===== config.mk =====
export PLATFORM = sky130hd
export DESIGN_NAME = mic_lpf_decimator
export DESIGN_NICKNAME = d
export VERILOG_FILES = /design/src/rtl/mic_lpf_pkg.sv /design/src/rtl/lpf_coef_rom.sv /design/src/rtl/mic_lpf_decimator.sv
export SDC_FILE = /design/constraint.sdc
export NUM_CORES = 1
export LEC_CHECK = 0
export ABC_AREA = 1
export BUFFER_PORTS_ARGS = -buffer_cell sky130_fd_sc_hd__buf_2
export CORE_ASPECT_RATIO = 1.5
export CORE_MARGIN = 5
export CORE_UTILIZATION = 55
export DETAILED_ROUTE_END_ITERATION = 7
export GPL_TIMING_DRIVEN = 0
export PLACE_DENSITY = 0.71
export SYNTH_ARGS = -nofsm -noshare
export SYNTH_HDL_FRONTEND = slang
export SYNTH_SLANG_ARGS = --single-unit

===== constraint.sdc =====
create_clock -name clk_in -period 16.95 [get_ports clk_in]
set_input_delay 3.39 -clock clk_in [delete_from_list [all_inputs] [get_ports clk_in]]
set_output_delay 3.39 -clock clk_in [all_outputs]
set_load 0.05 [all_outputs]

===== src/rtl/mic_lpf_pkg.sv =====
`timescale 1ns/1ps
// Shared FSM state type, coefficient format and the 31-tap triangular low-pass
// table (sum 1024, so DC gain is exactly one after the >>> 10).
package mic_lpf_pkg;

    typedef enum logic [1:0] {
        ST_IDLE = 2'd0,
        ST_MAC  = 2'd1,
        ST_OUT  = 2'd2
    } lpf_state_e;

    localparam int COEF_W     = 10;
    localparam int COEF_SHIFT = 10;
    localparam int NUM_COEFS  = 31;
    localparam int ROM_IDX_W  = 6;

    // Even-index and odd-index taps each sum to 512, which nulls the response at Nyquist.
    localparam logic signed [COEF_W-1:0] COEF_TABLE [NUM_COEFS] = '{
        10'sd4,  10'sd8,  10'sd12, 10'sd16, 10'sd20, 10'sd24, 10'sd28, 10'sd32,
        10'sd36, 10'sd40, 10'sd44, 10'sd48, 10'sd52, 10'sd56, 10'sd60, 10'sd64,
        10'sd60, 10'sd56, 10'sd52, 10'sd48, 10'sd44, 10'sd40, 10'sd36, 10'sd32,
        10'sd28, 10'sd24, 10'sd20, 10'sd16, 10'sd12, 10'sd8,  10'sd4
    };

    function automatic logic signed [COEF_W-1:0] coef_at(input logic [ROM_IDX_W-1:0] idx);
        logic signed [COEF_W-1:0] c;
        c = '0;
        for (int k = 0; k < NUM_COEFS; k++) begin
            if (idx == ROM_IDX_W'(k)) begin
                c = COEF_TABLE[k];
            end else begin
                c = c;
            end
        end
        return c;
    endfunction

endpackage


===== src/rtl/lpf_coef_rom.sv =====
`timescale 1ns/1ps
// Registered coefficient lookup: o_coef holds coef[i_idx] one cycle after i_idx
// is applied; indices past the table read as zero.
module lpf_coef_rom
    import mic_lpf_pkg::*;
(
    input  logic                        i_clk,
    input  logic                        i_rst,
    input  logic [ROM_IDX_W-1:0]        i_idx,
    output logic signed [COEF_W-1:0]    o_coef
);

    always_ff @(posedge i_clk) begin
        if (i_rst) begin
            o_coef <= '0;
        end else begin
            o_coef <= coef_at(i_idx);
        end
    end

endmodule


===== src/rtl/mic_lpf_decimator.sv =====
`timescale 1ns/1ps
// Mic-rate FIR low-pass plus DECIM:1 decimator with a serial MAC and bypass mode.
// Optional: define MIC_LPF_ROUND_EN to round half up before the output shift.
module mic_lpf_decimator
    import mic_lpf_pkg::*;
#(
    parameter int DECIM = 8,
    parameter int NTAPS = 31
)
(
    input  logic              clk_in,
    input  logic              rst_in,
    input  logic              ready_in,
    input  logic signed [7:0] mic_in,
    input  logic              filter_in,
    output logic signed [7:0] data_out,
    output logic              valid_out,
    output logic              busy_out,
    output logic              overrun_out
);

    localparam int ACC_W  = 8 + COEF_W + $clog2(NTAPS);
    localparam int PROD_W = 8 + COEF_W;
    localparam int PTR_W  = $clog2(NTAPS);
    localparam int CNT_W  = $clog2(NTAPS + 1);
    localparam int PH_W   = $clog2(DECIM);

    localparam logic signed [ACC_W-1:0] SAT_MAX    = ACC_W'(127);
    localparam logic signed [ACC_W-1:0] SAT_MIN    = ACC_W'(-128);
    localparam logic signed [ACC_W-1:0] ROUND_BIAS = ACC_W'(1 << (COEF_SHIFT - 1));

    lpf_state_e                 r_state;
    lpf_state_e                 w_next_state;
    logic signed [7:0]          r_buf [NTAPS];
    logic [PTR_W-1:0]           r_wptr;
    logic [PTR_W-1:0]           r_rptr;
    logic [PH_W-1:0]            r_phase;
    logic [CNT_W-1:0]           r_cnt;
    logic                       r_acc_en;
    logic signed [7:0]          r_samp;
    logic signed [ACC_W-1:0]    r_acc;

    logic                       w_accept;
    logic                       w_last_phase;
    logic                       w_trigger;
    logic                       w_bypass;
    logic                       w_mac_done;
    logic [ROM_IDX_W-1:0]       w_rom_idx;
    logic signed [COEF_W-1:0]   w_coef;
    logic signed [PROD_W-1:0]   w_prod;
    logic signed [ACC_W-1:0]    w_acc_next;
    logic signed [ACC_W-1:0]    w_rounded;
    logic signed [ACC_W-1:0]    w_shifted;

    function automatic logic signed [7:0] sat8(input logic signed [ACC_W-1:0] v);
        logic signed [7:0] res;
        if (v > SAT_MAX) begin
            res = 8'h7F;
        end else if (v < SAT_MIN) begin
            res = 8'h80;
        end else begin
            res = v[7:0];
        end
        return res;
    endfunction

    assign w_accept     = ready_in && (r_state == ST_IDLE);
    assign w_last_phase = (r_phase == PH_W'(DECIM - 1));
    assign w_trigger    = w_accept && w_last_phase && filter_in;
    assign w_bypass     = w_accept && w_last_phase && !filter_in;
    assign w_mac_done   = (r_state == ST_MAC) && (r_cnt == CNT_W'(NTAPS));
    assign w_rom_idx    = ROM_IDX_W'(r_cnt);

    // The ROM output lags r_cnt by one cycle, matching the r_samp register below.
    lpf_coef_rom u_coef_rom (
        .i_clk  (clk_in),
        .i_rst  (rst_in),
        .i_idx  (w_rom_idx),
        .o_coef (w_coef)
    );

    assign w_prod     = r_samp * w_coef;
    assign w_acc_next = r_acc + {{(ACC_W - PROD_W){w_prod[PROD_W-1]}}, w_prod};

`ifdef MIC_LPF_ROUND_EN
    assign w_rounded = w_acc_next + ROUND_BIAS;
`else
    assign w_rounded = w_acc_next;
`endif

    assign w_shifted = w_rounded >>> COEF_SHIFT;

    // State register.
    always_ff @(posedge clk_in) begin
        if (rst_in) begin
            r_state <= ST_IDLE;
        end else begin
            r_state <= w_next_state;
        end
    end

    always_comb begin
        w_next_state = r_state;
        case (r_state)
            ST_IDLE: begin
                if (w_trigger) begin
                    w_next_state = ST_MAC;
                end else begin
                    w_next_state = ST_IDLE;
                end
            end
            ST_MAC: begin
                if (w_mac_done) begin
                    w_next_state = ST_OUT;
                end else begin
                    w_next_state = ST_MAC;
                end
            end
            ST_OUT:  w_next_state = ST_IDLE;
            default: w_next_state = ST_IDLE;
        endcase
    end

    // History buffer, write pointer and decimation phase advance only on accepted samples.
    always_ff @(posedge clk_in) begin
        if (rst_in) begin
            for (int k = 0; k < NTAPS; k++) begin
                r_buf[k] <= '0;
            end
            r_wptr  <= '0;
            r_phase <= '0;
        end else if (w_accept) begin
            r_buf[r_wptr] <= mic_in;
            r_wptr  <= (r_wptr == PTR_W'(NTAPS - 1)) ? '0 : r_wptr + PTR_W'(1);
            r_phase <= w_last_phase ? '0 : r_phase + PH_W'(1);
        end else begin
            r_wptr  <= r_wptr;
            r_phase <= r_phase;
        end
    end

    // Serial MAC: fetch newest-to-oldest for NTAPS cycles, accumulate one cycle behind.
    always_ff @(posedge clk_in) begin
        if (rst_in) begin
            r_rptr   <= '0;
            r_cnt    <= '0;
            r_acc_en <= 1'b0;
            r_samp   <= '0;
            r_acc    <= '0;
        end else if (w_trigger) begin
            r_rptr   <= r_wptr;
            r_cnt    <= '0;
            r_acc_en <= 1'b0;
            r_acc    <= '0;
        end else if (r_state == ST_MAC) begin
            if (r_cnt < CNT_W'(NTAPS)) begin
                r_samp   <= r_buf[r_rptr];
                r_rptr   <= (r_rptr == '0) ? PTR_W'(NTAPS - 1) : r_rptr - PTR_W'(1);
                r_cnt    <= r_cnt + CNT_W'(1);
                r_acc_en <= 1'b1;
            end else begin
                r_acc_en <= 1'b0;
            end
            if (r_acc_en) begin
                r_acc <= w_acc_next;
            end else begin
                r_acc <= r_acc;
            end
        end else begin
            r_acc_en <= 1'b0;
        end
    end

    // Output register: the final product is folded in on the way into OUT so valid_out is high during OUT.
    always_ff @(posedge clk_in) begin
        if (rst_in) begin
            data_out    <= '0;
            valid_out   <= 1'b0;
            busy_out    <= 1'b0;
            overrun_out <= 1'b0;
        end else begin
            busy_out <= (w_next_state != ST_IDLE);
            if (w_bypass) begin
                data_out  <= mic_in;
                valid_out <= 1'b1;
            end else if (w_mac_done) begin
                data_out  <= sat8(w_shifted);
                valid_out <= 1'b1;
            end else begin
                data_out  <= data_out;
                valid_out <= 1'b0;
            end
            if (ready_in && (r_state != ST_IDLE)) begin
                overrun_out <= 1'b1;
            end else begin
                overrun_out <= overrun_out;
            end
        end
    end

endmodule


Word-level counts from Yosys, hierarchy flattened:

Memory sizes are Yosys's and may differ from the RTL's. A register that Yosys moved wholly into a read port is not among the register bits.
Cells that the tools add are included.

* bits in registers: 62
* bits in latches: 0
* bits in writable memories: 248
* ROM bits: 0
* bits of input ports: 12
* output and inout port bits: 11
* word-level logic and storage cells: 145
* memories: 1

Memory list
* r_buf: depth 31, bits a word 8, read ports 1, clocked after memory_dff 1, write ports 31, line mic_lpf_decimator.sv:34 `logic signed [7:0] r_buf [NTAPS];`

* add/sub/neg operators: 5
* $mul: 1
* divide/modulo/power cells: 0
* $lt $le $gt $ge: 3
* equality and inequality tests: 34
* shift-type cells: 0
* multiplexer cells: 55
* bitwise logic cells: 2
* reduce and logical (&&, ||, !) cells: 27

Operator list (number)
* $mux W6: 16
* $eq A5 B5 Y1 const B: 17
* $mux W5: 14
* $eq A5 B4 Y1 const B: 8
* $mux W8: 5
* $reduce_or A31 Y1: 1
* $add A23 B23 Y23: 1
* $eq A5 B3 Y1 const B: 4
* $mul A8 B8 Y16: 1
* $mux W4: 4
* $reduce_or A16 Y1: 1
* $reduce_or A8 Y1: 2
* $gt A13 B8 Y1 const B: 1
* $lt A13 B8 Y1 const B: 1
* $add A5 B1 Y5 const B: 2
* $eq A5 B2 Y1 const B: 2
* $mux W1: 10
* $reduce_bool A2 Y1: 5
* $mux W3: 3
* $mux W7: 1
* $logic_and A1 B1 Y1: 6
* $logic_not A6 Y1: 1
* $reduce_and A2 Y1: 3
* $eq A5 B1 Y1 const B: 1
* other kinds (15): 17

Depth between registers and ports, before layout:

* depth in word-level cells: 32
* depth in mapped cells: 36
* depth with buffers taken out: 35

Modules after synthesis:

From an unflattened synthesis, not the netlist that was laid out.

* cells, all modules: 2224
* area total of the unflattened synthesis: 19140.9 um^2

Modules (own cells, without submodules)
* mic_lpf_decimator: times used 1, cells an instance 2127, area each 18542.8 um^2, seq. area each 8948.6 um^2
* lpf_coef_rom: times used 1, cells an instance 97, area each 598.1 um^2, seq. area each 100.1 um^2

Worst setup path after synthesis:

Ideal clock, no wire load.

* kind: register -> register
* from: reg u_coef_rom.o_coef[2]
* to: reg data_out[0]
* setup time: 114 ps
* arrival time: 5574 ps
* required time: 16836 ps
* setup slack: 11262 ps
* stages on the path, launching flop included: 32
* path buffers: 1
* period minus slack after synthesis: 5688 ps
* path through: dfxtp_1 clkbuf_1 nand2_1 inv_1 fa_1 fa_1 fa_1 ha_1 ha_1 nand2_1 clkinv_1 nand4_1 and3_1 nor2_1 o21ai_1 nand2_1 nand2_1 nand2_1 a21oi_2 xor2_2 ha_1 a21oi_1 a21boi_2 o21ai_1 xnor2_1 nand2_1 nor2_1 nand3_1 a21oi_2 nand2_1 nand3_1 nand2_1

* longest elaborated chain between the ends: 7
* elaborated cells between the ends (all ways): 8
* those cells by class: 1 x add/sub; 1 x mul; 2 x order compare; 4 x mux

Ends and longest elaborated chain
* start: declaration: line lpf_coef_rom.sv:10 `output logic signed [COEF_W-1:0] o_coef`
* start signal: assignment: line lpf_coef_rom.sv:17 `o_coef <= coef_at(i_idx);`
* $mul A8 B8 Y16 *: line mic_lpf_decimator.sv:82 `assign w_prod = r_samp * w_coef;`
* $add A23 B23 Y23 *: line mic_lpf_decimator.sv:83 `assign w_acc_next = r_acc + {{(ACC_W - PROD_W){w_prod[PROD_W-1]}}, w_prod};`
* $lt A13 B8 Y1: line mic_lpf_decimator.sv:59 `end else if (v < SAT_MIN) begin`
* $mux W8: line mic_lpf_decimator.sv:59
* $mux W8 *: line mic_lpf_decimator.sv:57 `if (v > SAT_MAX) begin`
* $mux W8 *: line mic_lpf_decimator.sv:186 `end else if (w_mac_done) begin`
* $mux W8 *: line mic_lpf_decimator.sv:183 `if (w_bypass) begin`
* end signal: assignment: line mic_lpf_decimator.sv:184 `data_out <= mic_in;`
* end signal: assignment: line mic_lpf_decimator.sv:187 `data_out <= sat8(w_shifted);`
* end signal: assignment: line mic_lpf_decimator.sv:190 `data_out <= data_out;`
* end: declaration: line mic_lpf_decimator.sv:16 `output logic signed [7:0] data_out,`

Every way passes the cells marked *; elsewhere a longest branch is shown, timed or not. The select of a mux whose other input is x is not followed.
A chain may end at the register's enable or synchronous reset.

==> summary.md <==
| Metric | Value |
|---|---|
| RD Place Congestion | `1.01` |
| DRC Markers | `0` |
| Post-synth EDFFs | `256` |
| Main synth FF type | `edfxtp_1` |
| Hold slack | `0.457 ns` |
| Status | `finished clean` |
| Min Clock Period, post-route | `7.13 ns` |
| Final setup viols | `0` |
| Worst clock skew | `0.0274 ns` |
| DR vias | `14300` |
| N_diodes | `0` |
| Most frequent cells in the layout | `439 x nor2_1, 270 x nand2_1, 256 x edfxtp_1` |
| Endpoints failing hold | `0` |
| Lkg Pwr | `0.00809 uW` |
| WL final | `55.4 mm` |
| Most common cell after layout, fill and taps aside | `nor2_1` |
| Critical Path AT | `7.36 ns` |
| Std-Cell Rows | `78` |
| Root buf cell | `clkbuf_16` |
| Syn nets | `1988` |
| Sequential fraction of the synthesis area | `0.532` |
| Synth Register Bits | `322` |
| Worst Path Required | `17.18 ns` |
| Ys async rst share | `0` |
| Starting Density | `0.558` |
| Clock Pin Slew Worst Setup and Hold Paths | `0.06 ns` |
| Clock sinks | `322` |
| PnR Total Power | `1610 uW` |
| CTS Hold Bufs | `0` |
| Period utilization | `0.421` |
| CTS tree | `done` |
| Area delta synth->final | `9.14%` |
| Cell taking the most area after synthesis | `edfxtp_1` |
| RSZ-0062 raised after global routing | `false` |
| Synth top area cells | `edfxtp_1 45%, nor2_1 9.7%, dfxtp_1 7.8%` |
| Hold depth | `2` |
| Ys Warns | `0` |
| Setup tns final | `0 ns` |
| Number of global-route vias before repair | `14000` |
| Max Fclk | `140 MHz` |
| Postcts setup bufs | `0` |
| Maximum VDD drop | `0.0000993 V` |
| Crit end category | `flip-flop` |
| Die ar. | `0.0345 sq mm` |
| R2R setup slack | `10.23 ns` |
| Grt ovf | `0` |
| Yosys top cell area share | `0.454` |
| PortBufs | `21` |
| Origin of the critical flop-to-flop path | `u_coef_rom.o_coef[2]` |
| # IOs | `23` |
| Yosys cell types | `43` |
| H-tree depth | `1` |
| Cells after synthesis | `1883` |
| Hold Crit Start | `overrun_out` |
| DR pass1 iterations | `5` |
| Routed Antenna Nets | `0` |
| DR vias/cell | `6.04` |
| Relative slew slack | `0.0695` |
| Post-Syn Area | `0.0169 sq mm` |
| Clock buffer depth | `3` |
| Chip height | `225 um` |
| Detailed Place HPWL | `40.5 mm` |
| First-pass GRT wire length | `81.8 mm` |
| Worst R2R Path Depth | `31` |
| Core area | `0.0304 sq mm` |
| Mean post-synth cell area | `9.00 sq um` |
| Worst Hold End | `overrun_out` |
| GRT Resource Usage Total | `0.315` |
| Critical-path maximum fanout | `10` |
| Largest net degree at the start of global routing | `16` |
| PostCTS Resize Cnt | `0` |
| TritonCTS Buffers | `31` |
| WS Path Type | `in2reg` |
| Slew Viols, Final | `0` |
| Fraction of layout cells with a size suffix above 1 | `0.0459` |
| CP Launch Type | `input pin` |
| Pwr per Cell Area | `87.2 mW/mm^2` |
| Die Wd | `153 um` |
| Initial antenna violation count | `0` |
| First DRT Iteration DRCs | `1453` |
| WL/cell | `23.5 um` |
| FF-to-FF End | `data_out[3]` |
| HP Class | `reg2reg` |
| Total of max-cap violations | `0` |
| Area post-placement | `0.0176 sq mm` |
| Finished Cell Area | `0.0185 sq mm` |
| Worst Max-Slew Pin Slew | `1.39 ns` |
| Worst skew pair latency | `0.59 ns` |
| Nets | `2042` |
worst max-delay path by stage:
stage / startpoint / endpoint / slack [ns] / cells after the start
2_1_floorplan: u_coef_rom.o_coef[2] / data_out[0] / 11.26 / 31
4_1_cts: u_coef_rom.o_coef[2] / data_out[3] / 10.20 / 31
3_5_place_dp: ready_in / r_buf[4][4] / 9.64 / 8
5_1_grt: u_coef_rom.o_coef[2] / data_out[4] / 9.66 / 32
3_3_place_gp: ready_in / r_buf[4][4] / 9.80 / 8
6_report: ready_in / r_buf[4][1] / 9.82 / 8
critical path, cell delays in order:
cell,delay [ns]
buf_2,0.10
nand3_1,0.10
clkbuf_1,0.23
nor2_1,1.09
inv_1,0.25
nor2_1,1.08
nand2_1,0.57
nand2_1,0.54
sequential cells by signal (all words and copies together) (netlist names):
name,cells
r_samp,8
overrun_out,1
r_state,2
r_rptr,5
r_buf,256
r_cnt,5
valid_out,1
u_coef_rom.o_coef,5
r_phase,3
r_acc,21
busy_out,1
r_acc_en,1
r_wptr,5
data_out,8
cell families after synthesis:
logic type,after synthesis,synth area share
compound gates,350,0.121
xor+xnor,35,0.0194
fa+ha+maj,93,0.0789
buf+inv,268,0.0594
flops,322,0.532
mux,1,0.000591
simple gates,814,0.189
report_power, final:
part | leakage (uW) | internal (uW) | total [uW] | switching, uW
logic | 0.00446 | 10.5 | 64.9 | 54.4
registers | 0.00317 | 873 | 881 | 7.92
clock network | 0.000472 | 362 | 667 | 305
total | 0.00809 | 1250 | 1610 | 367
synthesized netlist by cell type (2+ instances only):
cell type,instances
a31oi_1,2
o31ai_1,3
and3_1,3
xnor2_1,13
o22ai_1,41
a21oi_2,2
o21ai_2,2
o21bai_1,11
nor3_1,17
a21o_1,2
o211ai_1,15
dfxtp_1,66
nand2_1,270
buf_1,5
o21a_1,3
edfxtp_1,256
xor2_2,3
nand4_1,8
xor2_1,19
fa_1,23
nor2_1,439
inv_1,153
inv_2,14
a21oi_1,66
o21ai_1,7
clkbuf_1,92
o221ai_1,29
nand3_1,72
ha_1,70
clkinv_1,4
o21ai_0,157
a21boi_1,2
a211oi_1,4
layout make-up:
type | count | area, sq um
clock buffer | 42 | 838
sequential | 322 | 9010
buffer | 97 | 364
timing repair buffer | 21 | 105
fill | 2686 | 11900
multi-input combinational | 1293 | 6930
inverter | 171 | 642
clock inverter | 15 | 105
tap | 400 | 500
stage by stage:
step                      cells  setup WS, ns  utilization
after global placement     2304          9.80        0.578
final                      2361          9.82        0.609
after floorplan            1883         11.26            -
after CTS                  2361         10.20        0.609
after global routing       2361          9.66        0.609
after detailed placement   2304          9.64        0.578
layer usage:
layer,routed length (um),vias to the layer above,global-route usage
met4,4690,0,0.219
met1,18600,6751,0.345
met5,0,-,0
li1,-,6468,-
met2,27800,774,0.563
met3,4360,262,0.0390
Note: power is estimated with default switching activity, not from simulation.
